==> config.mk <==
export PLATFORM = sky130hd
export DESIGN_NAME = prco_mem_arb
export DESIGN_NICKNAME = d
export VERILOG_FILES = /design/src/rtl/prco_mem_arb_pkg.sv /design/src/rtl/prco_rr_pick.sv /design/src/rtl/prco_mem_arb.sv
export SDC_FILE = /design/constraint.sdc
export NUM_CORES = 1
export LEC_CHECK = 0
export BUFFER_PORTS_ARGS = -buffer_cell sky130_fd_sc_hd__buf_2
export CAP_MARGIN = 20
export CORE_MARGIN = 2
export CORE_UTILIZATION = 46
export DETAILED_ROUTE_END_ITERATION = 10
export HOLD_SLACK_MARGIN = 0.12
export PLACE_DENSITY = 0.79
export RECOVER_POWER = 100
export SYNTH_ARGS = -nofsm -noshare
export SYNTH_HDL_FRONTEND = slang
export SYNTH_SLANG_ARGS = --single-unit
==> constraint.sdc <==
create_clock -name clk50 -period 2 [get_ports clk50]
set_input_delay 0.4 -clock clk50 [delete_from_list [all_inputs] [get_ports clk50]]
set_output_delay 0.4 -clock clk50 [all_outputs]
set_load 0.01 [all_outputs]
==> src/rtl/prco_mem_arb_pkg.sv <==
// Shared encodings for the prco memory arbiter: FSM states and requester port ids.
// Imported by the arbiter, its grant picker and the bench.
package prco_mem_arb_pkg;

  typedef enum logic [1:0] {
    ST_IDLE  = 2'd0,
    ST_ISSUE = 2'd1,
    ST_WAIT  = 2'd2,
    ST_DONE  = 2'd3
  } state_t;

  typedef enum logic {
    PORT_A = 1'b0,
    PORT_B = 1'b1
  } port_t;

  function automatic port_t other_port(input port_t p);
    return (p == PORT_A) ? PORT_B : PORT_A;
  endfunction

endpackage

==> src/rtl/prco_rr_pick.sv <==
// Two-way grant picker: a lone request wins outright; a tie goes to B when prio_b is set,
// otherwise to the port that was not granted last.
module prco_rr_pick
  import prco_mem_arb_pkg::*;
(
  input  logic  req_a,
  input  logic  req_b,
  input  port_t last,
  input  logic  prio_b,
  output logic  grant_valid,
  output port_t grant_id
);

  always_comb begin
    // NOTE: every output gets a default before any branch, so no path can infer a latch.
    grant_valid = req_a | req_b;
    grant_id    = PORT_A;
    if (req_a && req_b) begin
      grant_id = prio_b ? PORT_B : other_port(last);
    end else if (req_b) begin
      grant_id = PORT_B;
    end
  end

endmodule

==> src/rtl/prco_mem_arb.sv <==
// Serialises port A (core LSU) and port B (UART loader) onto one single-port BRAM with a
// registered read; each access takes exactly four cycles: IDLE, ISSUE, WAIT, DONE.
module prco_mem_arb
  import prco_mem_arb_pkg::*;
#(
  parameter int ADDR_W = 8,
  parameter int DATA_W = 16,
  parameter bit PRIO_B = 1'b0
) (
  input  logic              clk50,
  input  logic              rst,
  input  logic              a_req,
  input  logic              a_we,
  input  logic [ADDR_W-1:0] a_addr,
  input  logic [DATA_W-1:0] a_wdata,
  output logic              a_ack,
  output logic [DATA_W-1:0] a_rdata,
  input  logic              b_req,
  input  logic              b_we,
  input  logic [ADDR_W-1:0] b_addr,
  input  logic [DATA_W-1:0] b_wdata,
  output logic              b_ack,
  output logic [DATA_W-1:0] b_rdata,
  output logic              mem_en,
  output logic              mem_we,
  output logic [ADDR_W-1:0] mem_addr,
  output logic [DATA_W-1:0] mem_wdata,
  input  logic [DATA_W-1:0] mem_rdata,
  output logic              busy
);

  state_t state;
  port_t  last_grant;
  port_t  gnt_id;
  logic   gnt_we;

  logic              grant_valid;
  port_t             grant_id;
  logic              sel_we;
  logic [ADDR_W-1:0] sel_addr;
  logic [DATA_W-1:0] sel_wdata;

  prco_rr_pick u_pick (
    .req_a       (a_req),
    .req_b       (b_req),
    .last        (last_grant),
    .prio_b      (PRIO_B),
    .grant_valid (grant_valid),
    .grant_id    (grant_id)
  );

  always_comb begin
    sel_we    = a_we;
    sel_addr  = a_addr;
    sel_wdata = a_wdata;
    if (grant_id == PORT_B) begin
      sel_we    = b_we;
      sel_addr  = b_addr;
      sel_wdata = b_wdata;
    end
  end

  // The memory command is loaded on the grant edge so mem_en is high in the ISSUE cycle;
  // mem_addr/mem_wdata then hold the latched request until the next grant.
  always_ff @(posedge clk50) begin
    // NOTE: state and every output register use non-blocking assignments and a synchronous
    // reset; all of them are plain flops, so each one is cleared, not only the FSM.
    if (rst) begin
      state      <= ST_IDLE;
      last_grant <= PORT_B;
      gnt_id     <= PORT_A;
      gnt_we     <= 1'b0;
      a_ack      <= 1'b0;
      b_ack      <= 1'b0;
      a_rdata    <= '0;
      b_rdata    <= '0;
      mem_en     <= 1'b0;
      mem_we     <= 1'b0;
      mem_addr   <= '0;
      mem_wdata  <= '0;
      busy       <= 1'b0;
    end else begin
      unique case (state)
        ST_IDLE: begin
          if (grant_valid) begin
            gnt_id     <= grant_id;
            gnt_we     <= sel_we;
            last_grant <= grant_id;
            mem_en     <= 1'b1;
            mem_we     <= sel_we;
            mem_addr   <= sel_addr;
            mem_wdata  <= sel_wdata;
            busy       <= 1'b1;
            state      <= ST_ISSUE;
          end
        end
        ST_ISSUE: begin
          mem_en <= 1'b0;
          mem_we <= 1'b0;
          state  <= ST_WAIT;
        end
        ST_WAIT: begin
          // BRAM read data is valid in this cycle, one cycle after the enable.
          if (!gnt_we) begin
            if (gnt_id == PORT_A) a_rdata <= mem_rdata;
            else                  b_rdata <= mem_rdata;
          end
          a_ack <= (gnt_id == PORT_A);
          b_ack <= (gnt_id == PORT_B);
          state <= ST_DONE;
        end
        ST_DONE: begin
          a_ack <= 1'b0;
          b_ack <= 1'b0;
          busy  <= 1'b0;
          state <= ST_IDLE;
        end
        default: state <= ST_IDLE;
      endcase
    end
  end

endmodule
Word-level counts from Yosys, hierarchy flattened
Cells that the tools add are included.
{"block": "word_totals", "reg_bits": 66, "input_bits": 70, "out_inout_bits": 61}
{"block": "op_classes", "n_eq_ne": 4, "muxes": 15, "bitwise_logic": 3, "n_reduce_logical": 10}
{"operator": "16-bit two-way mux", "count": 1}
{"operator": "1-bit one-hot mux with 2 select lines", "count": 5}
{"operator": "8-bit two-way mux", "count": 1}
{"operator": "2-bit one-hot mux with 4 select lines", "count": 1}
{"operator": "1-bit two-way mux", "count": 6}
{"operator": "2-bit AND reduction", "count": 3}
{"operator": "3-bit AND reduction", "count": 2}
{"operator": "2-bit nonzero test", "count": 3}
{"operator": "2-bit equality test, second input constant", "count": 2}
{"operator": "2-bit by 1-bit equality test with 1-bit output, second input constant", "count": 1}
{"operator": "2-bit logical NOT", "count": 1}
{"operator": "2-bit two-way mux", "count": 1}
{"operator": "2-bit inequality test, second input constant", "count": 1}
{"operator": "1-bit NOT", "count": 2}
{"operator": "1-bit logical AND", "count": 1}
{"operator": "1-bit OR", "count": 1}

Longest topological paths before layout
Gate-level depths: netlist (run 1).
{"block": "logic_depth", "depth_word": 5, "mapped_depth": 8, "ltp_nobuf": 5}

Modules after synthesis
From an unflattened synthesis (run 1), not the netlist that was laid out.
{"block": "hier_totals", "cells_unflattened": 308, "area_unflattened_um2": 2716.4}
{"mod": "prco_mem_arb", "instances": 1, "cells_each": 304, "area_per_inst_um2": 2696.3, "seq_area_each_um2": 1321.3}
{"mod": "prco_rr_pick", "instances": 1, "cells_each": 4, "area_per_inst_um2": 20.0, "seq_area_each_um2": 0.0}

Worst setup path before layout (run 1)
OpenSTA, ideal clock, no wires.
{"block": "synth_timing", "path_type": "flip-flop to flip-flop", "start": "register state[0]", "end": "register a_rdata[10]", "setup_time_ns": 0.141, "t_arrival_ns": 1.408, "required_ns": 1.859, "slack_ns": 0.452, "path_stages_with_launch": 9, "n_path_buf": 3, "path_cell_list": "dfxtp_1 -> inv_1 -> ha_1 -> buf_4 -> or3b_1 -> buf_6 -> buf_12 -> nand2_2 -> a21oi_2"}
{"block": "synth_via", "elab_chain_cells": 2}
{"item": "start, declared", "line": "prco_mem_arb.sv:32", "text": "state_t state;"}
{"item": "start signal, assigned", "line": "prco_mem_arb.sv:69", "text": "state <= ST_IDLE;"}
{"item": "start signal, assigned", "line": "prco_mem_arb.sv:94", "text": "state <= ST_ISSUE;"}
{"item": "start signal, assigned", "line": "prco_mem_arb.sv:100", "text": "state <= ST_WAIT;"}
{"item": "2-bit equality test", "line": "prco_mem_arb.sv:83", "text": "unique case (state)"}
{"item": "3-bit AND reduction (no source line)"}
{"item": "end signal, assigned", "line": "prco_mem_arb.sv:105", "text": "if (gnt_id == PORT_A) a_rdata <= mem_rdata;"}
{"item": "end, declared", "line": "prco_mem_arb.sv:17", "text": "output logic [DATA_W-1:0] a_rdata,"}
Every way passes these cells.
A chain may end at the register's enable or synchronous reset.

Worst setup path after layout (run 1)
{"block": "layout_timing", "start": "register state[0]", "end": "register a_rdata[11]"}
The elaborated chain is that of the path after synthesis.

==> impl_metrics.csv, run 1 <==
group,metric,value,unit
synthesis,synth.cell_area,2770,um2
placed_design,dpl.hpwl,5.156,mm
drt,totalWireLength,7.167,mm
placed_design,dp.cells,512,
placed_design,placed_cell_area,3368,um2
clock_tree,cts_tree,"built",
floorplan,die_h,81.60,um
clock_tree,ctsHtreeMaxLevel,3,
outcome,status,"completed",
global_routing,grt_max_degree,30,
drt,routedWlPerCell,13.57,um
timing,timing.hold.ws,0.2944,ns
clock_tree,cts_root_buf,"clkbuf_8",
power_and_ir_drop,intPower,2.964,mW
layout,drive_above_1_share,0.2340,
power_and_ir_drop,clkPwrFrac,0.285,
power_and_ir_drop,leakagePower,1.421,nW
clock_tree,numCtsBuffers,9,
floorplan,start_util,0.4707,
floorplan,die_w,81.60,um
timing,hold_viol,0,
floorplan,fp.coreArea,5886,um2
synthesis,ys_types,36,
layout,area_delta_synth_final,26.02,%
timing,finalWorstSetupSlack,0.2172,ns
timing,drv_slew,0,
timing,finalCritPeriodShare,0.8914,
timing,slew_headroom,0.3367,
min_path,hold_class,"in -> reg",
drt,num_vias,2720,
layout,final_util,0.5931,
global_routing,grt_pass1_vias,2587,
global_routing,use_met2,0.3721,
layout,fin_cells,528,
timing,clock_skew,0.01200,ns
layout,fill_cells,579,
global_routing,grt_use_met3,0.08022,
floorplan,ios,131,
clock_tree,clk-insertion-delay-late,0.34,ns
floorplan,die_area,6659,um2
floorplan,fp-row-count,28,
drt,first_pass_iters,4,
global_routing,grt_overflow_total,0,
layout,multi_input_area,1207,um2
critical_path,cp_max_fo,16,
timing,period_minus_slack,1.783,ns
power_and_ir_drop,max-vdd-ir-drop,657.7,uV
clock_tree,clk_pin_slew,0.08,ns
critical_path,crit_path_start_kind,"flop",
synthesis,yosysSeqAreaShare,0.4770,
timing,fin_tns_setup,0,ns
synthesis,synth_area_per_cell,8.420,um2
power_and_ir_drop,switching_share,0.3522,
timing,rsz0062_at_grt,"no",
placed_design,port_buffers,130,
drt,vias_per_cell,5.152,
layout,finalNetCount,523,
timing,worst_pin_slew,0.9949,ns
layout,diodes,0,
synthesis,syn-num-nets,404,
global_routing,grtUsageMet1,0.2568,
power_and_ir_drop,pwr_density_cell,1311,nW/um2
drt,antenna_left,0,
placed_design,place_congestion,0.7206,
timing,fmax,560.9,MHz
critical_path,path_class,"reg -> reg",
global_routing,grtUsageTotal,0.2188,
synthesis,synthCells,329,
synthesis,synth_seq_cells,66,
critical_path,required,2.21,ns
power_and_ir_drop,netSwitchingPower,1.611,mW
power_and_ir_drop,seqPwrFrac,0.398,
critical_path,endpoint_kind,"flop",
layout,seq_area,1321,um2
clock_tree,clk_path_buf_depth,2,
drt,drc_errors,0,
clock_tree,clock_sinks,66,
critical_path,worstPathArrival,1.99,ns
job,drv_cap,0,
timing,setup-violations-final,0,
global_routing,top_usage_layer,"met2",
synthesis,synth_warnings,0,
power_and_ir_drop,comb_power_share,0.317,
power_and_ir_drop,power,4.575,mW
global_routing,grt_pass1_wl,11.21,mm
drt,first_iter_violations,80,
clock_tree,postCtsSetupBuffers,0,
global_routing,antenna_found_initial,0,
layout,design_area,3491,um2
placed_design,place_ws,0.1366,ns
## critical path, stage by stage (launching register included)
cell and delay, ns:
dfxtp_1 0.34, inv_1 0.11, ha_1 0.30, or3b_2 0.68
nand2_1 0.16, a21oi_2 0.06
## worst paths after layout
path | depth (start not counted) | startpoint | end | slack [ns]
setup / recovery | 5 | state[0] | a_rdata[11] | 0.22
hold / removal | 3 | a_addr[0] | mem_addr[0] | 0.29
setup reg to reg | 5 | state[0] | a_rdata[11] | 0.22
hold reg to reg | 2 | b_rdata[3] | b_rdata[3] | 0.45
## cell type report
type / instances / area share
clock buffer: 12 / 0.04731
clock inverter: 4 / 0.02079
inverter: 5 / 0.005376
multi-input combinational: 231 / 0.3459
sequential: 66 / 0.3785
tap: 75 / 0.02688
timing repair buffer: 135 / 0.1753
## synth_stat cells (all sizes together)
library cell / n / area, um2
ha: 5 / 62.56
dfxtp: 66 / 1321
nor2: 9 / 33.78
a21oi: 79 / 432.9
inv: 5 / 18.77
nor3: 1 / 5.000
buf: 23 / 168.9
nand3b: 1 / 7.510
a211oi: 5 / 47.54
o21ai: 25 / 128.9
mux2i: 2 / 20.02
nor3b: 1 / 18.77
nand3: 1 / 5.000
a2111oi: 1 / 8.760
o32ai: 2 / 25.03
a22oi: 1 / 7.510
a21boi: 1 / 18.77
a21bo: 1 / 10.01
and3: 1 / 6.260
nand2: 89 / 359.1
and3b: 1 / 8.760
o21a: 1 / 7.510
a32oi: 1 / 8.760
or3b: 2 / 17.52
clkbuf: 4 / 15.01
nand2b: 1 / 6.260
## layout by cell type, fill, tap and decap left out, types with 4 or more instances in the layout
cell      Yosys  routed
nand2_1      79      85
a211oi_1      3       4
clkbuf_1      4      61
clkbuf_8      0      12
dfxtp_1      66      66
nand2_2      10       4
ha_1          5       5
buf_2        11      69
nor2_1        9       9
a21oi_1      69      72
a21oi_2      10       7
buf_4         4       5
o21ai_0      23      23
inv_1         5       5
## power by group through the flow
| stage | Clock (mW) | Combinational (mW) | Sequential [mW] |
|---|---|---|---|
| floorplan | 0 | 1.02 | 1.95 |
| global placement | 0 | 1.52 | 1.83 |
| detailed placement | 0 | 1.57 | 1.84 |
| CTS | 1.33 | 1.57 | 1.82 |
| global route | 1.39 | 1.64 | 1.86 |
| finish | 1.30 | 1.45 | 1.82 |
## cell families after synthesis
kind of cell / Yosys count / synth area share
AO/OA/AOI/OAI: 117 / 0.2511
adder cells (fa/ha/maj): 5 / 0.02258
buffers and inverters: 32 / 0.07317
flip-flops: 66 / 0.4770
multiplexers: 2 / 0.007227
AND/OR/NAND/NOR: 107 / 0.1689
## state kept, by name (all words and copies together) (netlist names)
register    cells
b_ack           1
mem_en          1
gnt_we          1
last_grant      1
busy            1
mem_we          1
b_rdata        16
a_ack           1
a_rdata        16
mem_wdata      16
mem_addr        8
state           2
gnt_id          1
## metal layers
layer | wire length (um) | vias to the layer above
met4 | 73 | 0
met5 | 0 | -
met3 | 694 | 9
met1 | 3050 | 1237
li1 | - | 1345
met2 | 3349 | 129
## timing repair
action / 4_1_cts / 5_1_grt
setup endpoints to repair: 0 / 2
hold buffers: 0 / 0
gates resized for setup: 0 / 1
(Power assumes the default switching activity.)
==> inputs of run 2 (changes only) <==
--- a/config.mk
+++ b/config.mk
@@ -7,9 +7,11 @@
 export LEC_CHECK = 0
 export BUFFER_PORTS_ARGS = -buffer_cell sky130_fd_sc_hd__buf_2
 export CAP_MARGIN = 20
+export CORE_ASPECT_RATIO = 1.25
 export CORE_MARGIN = 2
 export CORE_UTILIZATION = 46
 export DETAILED_ROUTE_END_ITERATION = 10
+export GPL_ROUTABILITY_DRIVEN = 1
 export HOLD_SLACK_MARGIN = 0.12
 export PLACE_DENSITY = 0.79
 export RECOVER_POWER = 100
==> impl_metrics.csv, run 2 (synthesis results as in run 1) <==
group,metric,value,unit
outcome,status,"completed",
global_routing,grt_overflow_total,0,
layout,design_area,3518,um2
timing,clock_skew,0.008503,ns
critical_path,startpoint,"state[0]",
drt,first_pass_iters,4,
floorplan,die_w,73.41,um
placed_design,dpl.hpwl,5.076,mm
critical_path,cp_max_fo,16,
layout,finalNetCount,527,
job,drv_cap,0,
layout,diodes,0,
critical_path,crit_path_start_kind,"flop",
timing,finalCritPeriodShare,0.8797,
layout,fin_cells,523,
drt,routedWlPerCell,13.60,um
drt,vias_per_cell,5.201,
timing,worst_pin_slew,0.9914,ns
critical_path,required,2.22,ns
clock_tree,ctsHtreeMaxLevel,3,
clock_tree,clk_pin_slew,0.07,ns
layout,area_delta_synth_final,27.01,%
timing,hold_viol,0,
layout,layout_common_cells,"88 x nand2_1, 69 x a21oi_1, 69 x buf_2",
min_path,worst_hold_startpoint,"a_wdata[10]",
clock_tree,cts_root_buf,"clkbuf_8",
timing,period_minus_slack,1.759,ns
power_and_ir_drop,max-vdd-ir-drop,874.3,uV
timing,drv_slew,0,
global_routing,grt_max_degree,26,
floorplan,die_h,90.76,um
placed_design,place_congestion,0.7872,
layout,drive_above_1_share,0.2385,
floorplan,fp-row-count,31,
placed_design,port_buffers,130,
clock_tree,ctsHoldBuffers,0,
global_routing,grt_pass1_wl,11.59,mm
floorplan,ios,131,
floorplan,die_area,6663,um2
timing,slew_headroom,0.3390,
timing,setup-violations-final,0,
critical_path,path_class,"reg -> reg",
min_path,hold_class,"in -> reg",
global_routing,grt_pass1_vias,2632,
timing,fmax,568.3,MHz
power_and_ir_drop,leakagePower,1.440,nW
global_routing,antenna_found_initial,0,
layout,final_common_cell,"nand2_1",
drt,drc_errors,0,
drt,first_iter_violations,121,
clock_tree,cts_tree,"built",
placed_design,placed_cell_area,3387,um2
clock_tree,numCtsBuffers,9,
clock_tree,clk-insertion-delay-late,0.34,ns
floorplan,start_util,0.4761,
power_and_ir_drop,power,4.665,mW
drt,num_vias,2720,
critical_path,endpoint_kind,"flop",
critical_path,r2r-start,"state[0]",
timing,rsz0062_at_grt,"no",
critical_path,worstPathArrival,1.98,ns
clock_tree,clk_path_buf_depth,2,
drt,antenna_left,0,
placed_design,dp.cells,507,
layout,largestRegisters,"a_rdata x16, b_rdata x16, mem_wdata x16",
floorplan,fp.coreArea,5818,um2
timing,timing.hold.ws,0.2879,ns
drt,totalWireLength,7.115,mm
timing,fin_tns_setup,0,ns
power_and_ir_drop,pwr_density_cell,1326,nW/um2
global_routing,grtUsageTotal,0.2160,
clock_tree,clock_sinks,66,
==> run 2: report_power, final <==
group / internal, mW / switching (mW) / total, mW
sequential: 1.63 / 0.190 / 1.82
combinational: 0.551 / 0.946 / 1.50
clock: 0.832 / 0.515 / 1.35
total: 3.01 / 1.65 / 4.66
==> run 2: layer usage <==
metal  track usage  vias to the layer above  part of all wire
li1              -                     1352                 -
met4       0.09545                        0             0.011
met3       0.04576                       10             0.072
met2        0.3716                      106              0.49
met5             0                        -                 0
met1        0.2507                     1252              0.42
==> run 2: layout make-up <==
cell class	instances	area [um2]
well taps	66	82.58
fillers	549	2300
clock buffers	10	127.6
flip-flops and latches	66	1321
clock inverters	6	115.1
multi-input cells	231	1214
inverters	5	18.77
repair buffers	139	639.4
==> run 2: path summary, 6_finish.rpt <==
kind | endpoint | slack, ns | cells past startpoint
setup / recovery | a_rdata[9] | 0.24 | 5
hold / removal | mem_wdata[10] | 0.29 | 3
setup reg to reg | a_rdata[9] | 0.24 | 5
hold reg to reg | b_rdata[6] | 0.46 | 2
==> run 2: stage by stage <==
step                setup slack (ns)  utilization
floorplan                     0.4517            -
global placement              0.2500       0.5822
detailed placement            0.1885       0.5822
CTS                           0.1381       0.6239
global route                  0.1273       0.6047
finish                        0.2405       0.6047
==> run 2: critical path: stages, from the launching register on <==
cell and delay (ns):
dfxtp_1 0.34, inv_1 0.10, ha_1 0.31, or3b_2 0.66, nand2_1 0.16, a21oi_2 0.06
==> run 2: repair_timing <==
item	CTS	global route
endpoints found under the setup margin	0	1
buffers inserted	0	0
gates resized for setup	0	1
==> inputs of run 3 (changes only) <==
--- a/config.mk
+++ b/config.mk
@@ -13,7 +13,7 @@
 export DETAILED_ROUTE_END_ITERATION = 10
 export GPL_ROUTABILITY_DRIVEN = 1
 export HOLD_SLACK_MARGIN = 0.12
-export PLACE_DENSITY = 0.79
+export PLACE_DENSITY = 0.86
 export RECOVER_POWER = 100
 export SYNTH_ARGS = -nofsm -noshare
 export SYNTH_HDL_FRONTEND = slang
==> impl_metrics.csv, run 3 (synthesis results as in run 1) <==
group,metric,value,unit
floorplan,start_util,0.4761,
clock_tree,ctsHtreeMaxLevel,3,
global_routing,antenna_found_initial,0,
placed_design,place_congestion,0.8075,
critical_path,worstPathArrival,2.01,ns
floorplan,ios,131,
timing,clock_skew,0.008179,ns
global_routing,grt_max_degree,35,
clock_tree,clk_pin_slew,0.08,ns
job,drv_cap,0,
power_and_ir_drop,comb_power_share,0.325,
critical_path,endpoint_kind,"flop",
layout,fin_cells,518,
clock_tree,ctsResizeCount,0,
min_path,worstHoldEndpoint,"mem_wdata[9]",
placed_design,place_ws,0.1660,ns
critical_path,rrSetupSlack,0.18,ns
power_and_ir_drop,pwr_density_cell,1303,nW/um2
power_and_ir_drop,power,4.495,mW
clock_tree,clk-insertion-delay-late,0.33,ns
global_routing,grt_pass1_vias,2579,
floorplan,fp-row-count,31,
floorplan,fp.coreArea,5818,um2
floorplan,die_h,90.76,um
drt,first_iter_violations,97,
critical_path,path_class,"reg -> reg",
clock_tree,clock_sinks,66,
min_path,worst_hold_startpoint,"a_wdata[9]",
critical_path,reg2regPathDepth,5,
timing,fmax,549.6,MHz
outcome,status,"completed",
layout,largestRegisters,"a_rdata x16, b_rdata x16, mem_wdata x16",
global_routing,grt_pass1_wl,11.14,mm
timing,hold_viol,0,
min_path,hold_class,"in -> reg",
timing,setup-violations-final,0,
power_and_ir_drop,switching_share,0.3637,
drt,first_pass_iters,6,
critical_path,reg2reg_to,"a_rdata[11]",
layout,fill_cells,545,
power_and_ir_drop,netSwitchingPower,1.635,mW
layout,layout_common_cells,"79 x nand2_1, 76 x a21oi_1, 69 x buf_2",
drt,vias_per_cell,5.268,
layout,final_common_cell,"nand2_1",
power_and_ir_drop,seqPwrFrac,0.407,
critical_path,crit_path_start_kind,"flop",
critical_path,required,2.19,ns
timing,fin_tns_setup,0,ns
global_routing,grtUsageTotal,0.2060,
global_routing,grt_overflow_total,0,
drt,drc_errors,0,
power_and_ir_drop,clkPwrFrac,0.269,
placed_design,port_buffers,130,
timing,worst_pin_slew,1.015,ns
placed_design,dp.cells,503,
clock_tree,ctsHoldBuffers,0,
power_and_ir_drop,leakagePower,1.402,nW
drt,routedWlPerCell,13.30,um
clock_tree,cts_root_buf,"clkbuf_8",
critical_path,r2r-start,"state[0]",
clock_tree,cts_tree,"built",
layout,drive_above_1_share,0.2323,
clock_tree,postCtsSetupBuffers,0,
timing,period_minus_slack,1.819,ns
floorplan,die_area,6663,um2
clock_tree,clk_path_buf_depth,2,
placed_design,dpl.hpwl,5.004,mm
layout,diodes,0,
power_and_ir_drop,intPower,2.860,mW
timing,rsz0062_at_grt,"no",
clock_tree,numCtsBuffers,9,
timing,drv_slew,0,
timing,finalCritPeriodShare,0.9097,
layout,finalNetCount,523,
critical_path,cp_max_fo,16,
drt,totalWireLength,6.890,mm
drt,antenna_left,0,
timing,slew_headroom,0.3231,
power_and_ir_drop,max-vdd-ir-drop,895.9,uV
layout,area_delta_synth_final,24.53,%
critical_path,startpoint,"state[0]",
min_path,hold_depth,3,
drt,num_vias,2729,
timing,finalWorstSetupSlack,0.1806,ns
floorplan,die_w,73.41,um
run 3: power by group through the flow:
stage          registers, mW  clock network [mW]  logic (mW)
2_1_floorplan           1.95                   0        1.02
3_3_place_gp            1.83                   0        1.54
3_5_place_dp            1.84                   0        1.58
4_1_cts                 1.82                1.24        1.59
5_1_grt                 1.86                1.28        1.64
6_report                1.83                1.21        1.46
run 3: how the worst max path moves through the flow:
stage	end	slack [ns]	depth (start not counted)
6_report	a_rdata[11]	0.18	5
3_3_place_gp	a_rdata[0]	0.26	5
3_5_place_dp	mem_wdata[15]	0.17	4
2_1_floorplan	a_rdata[10]	0.45	8
5_1_grt	a_rdata[4]	0.04	5
4_1_cts	a_rdata[4]	0.17	5
run 3: layout make-up:
type                       count  area, um2  share of cell area
tap                           66      82.58             0.02394
clock inverter                 6      91.34             0.02648
sequential                    66       1321              0.3830
timing repair buffer         135      609.3              0.1766
inverter                       5      18.77            0.005441
clock buffer                   9      123.9             0.03591
multi-input combinational    231       1202              0.3486
run 3: routing by layer:
layer	wire [um]	share of wire	track usage	up-vias
met4	72	0.010	0.06970	0
met3	553	0.080	0.04799	7
met2	3348	0.49	0.3566	125
met5	0	0	0	-
met1	2916	0.42	0.2446	1249
li1	-	-	-	1348
run 3: stage by stage:
stage / utilization / hold slack, ns / area [um2]
detailed placement: 0.5770 / 0.4439 / 3357
global placement: 0.5770 / 0.4390 / 3357
global route: 0.5929 / 0.2922 / 3450
CTS: 0.6140 / 0.2865 / 3572
finish: 0.5929 / 0.3017 / 3450
floorplan: - / 0.4805 / 2770
run 3: critical path, stage by stage, from the launching register on:
cell,delay [ns]
dfxtp_1,0.34
inv_1,0.11
ha_1,0.30
or3b_1,0.69
nand2_2,0.17
a21oi_1,0.08
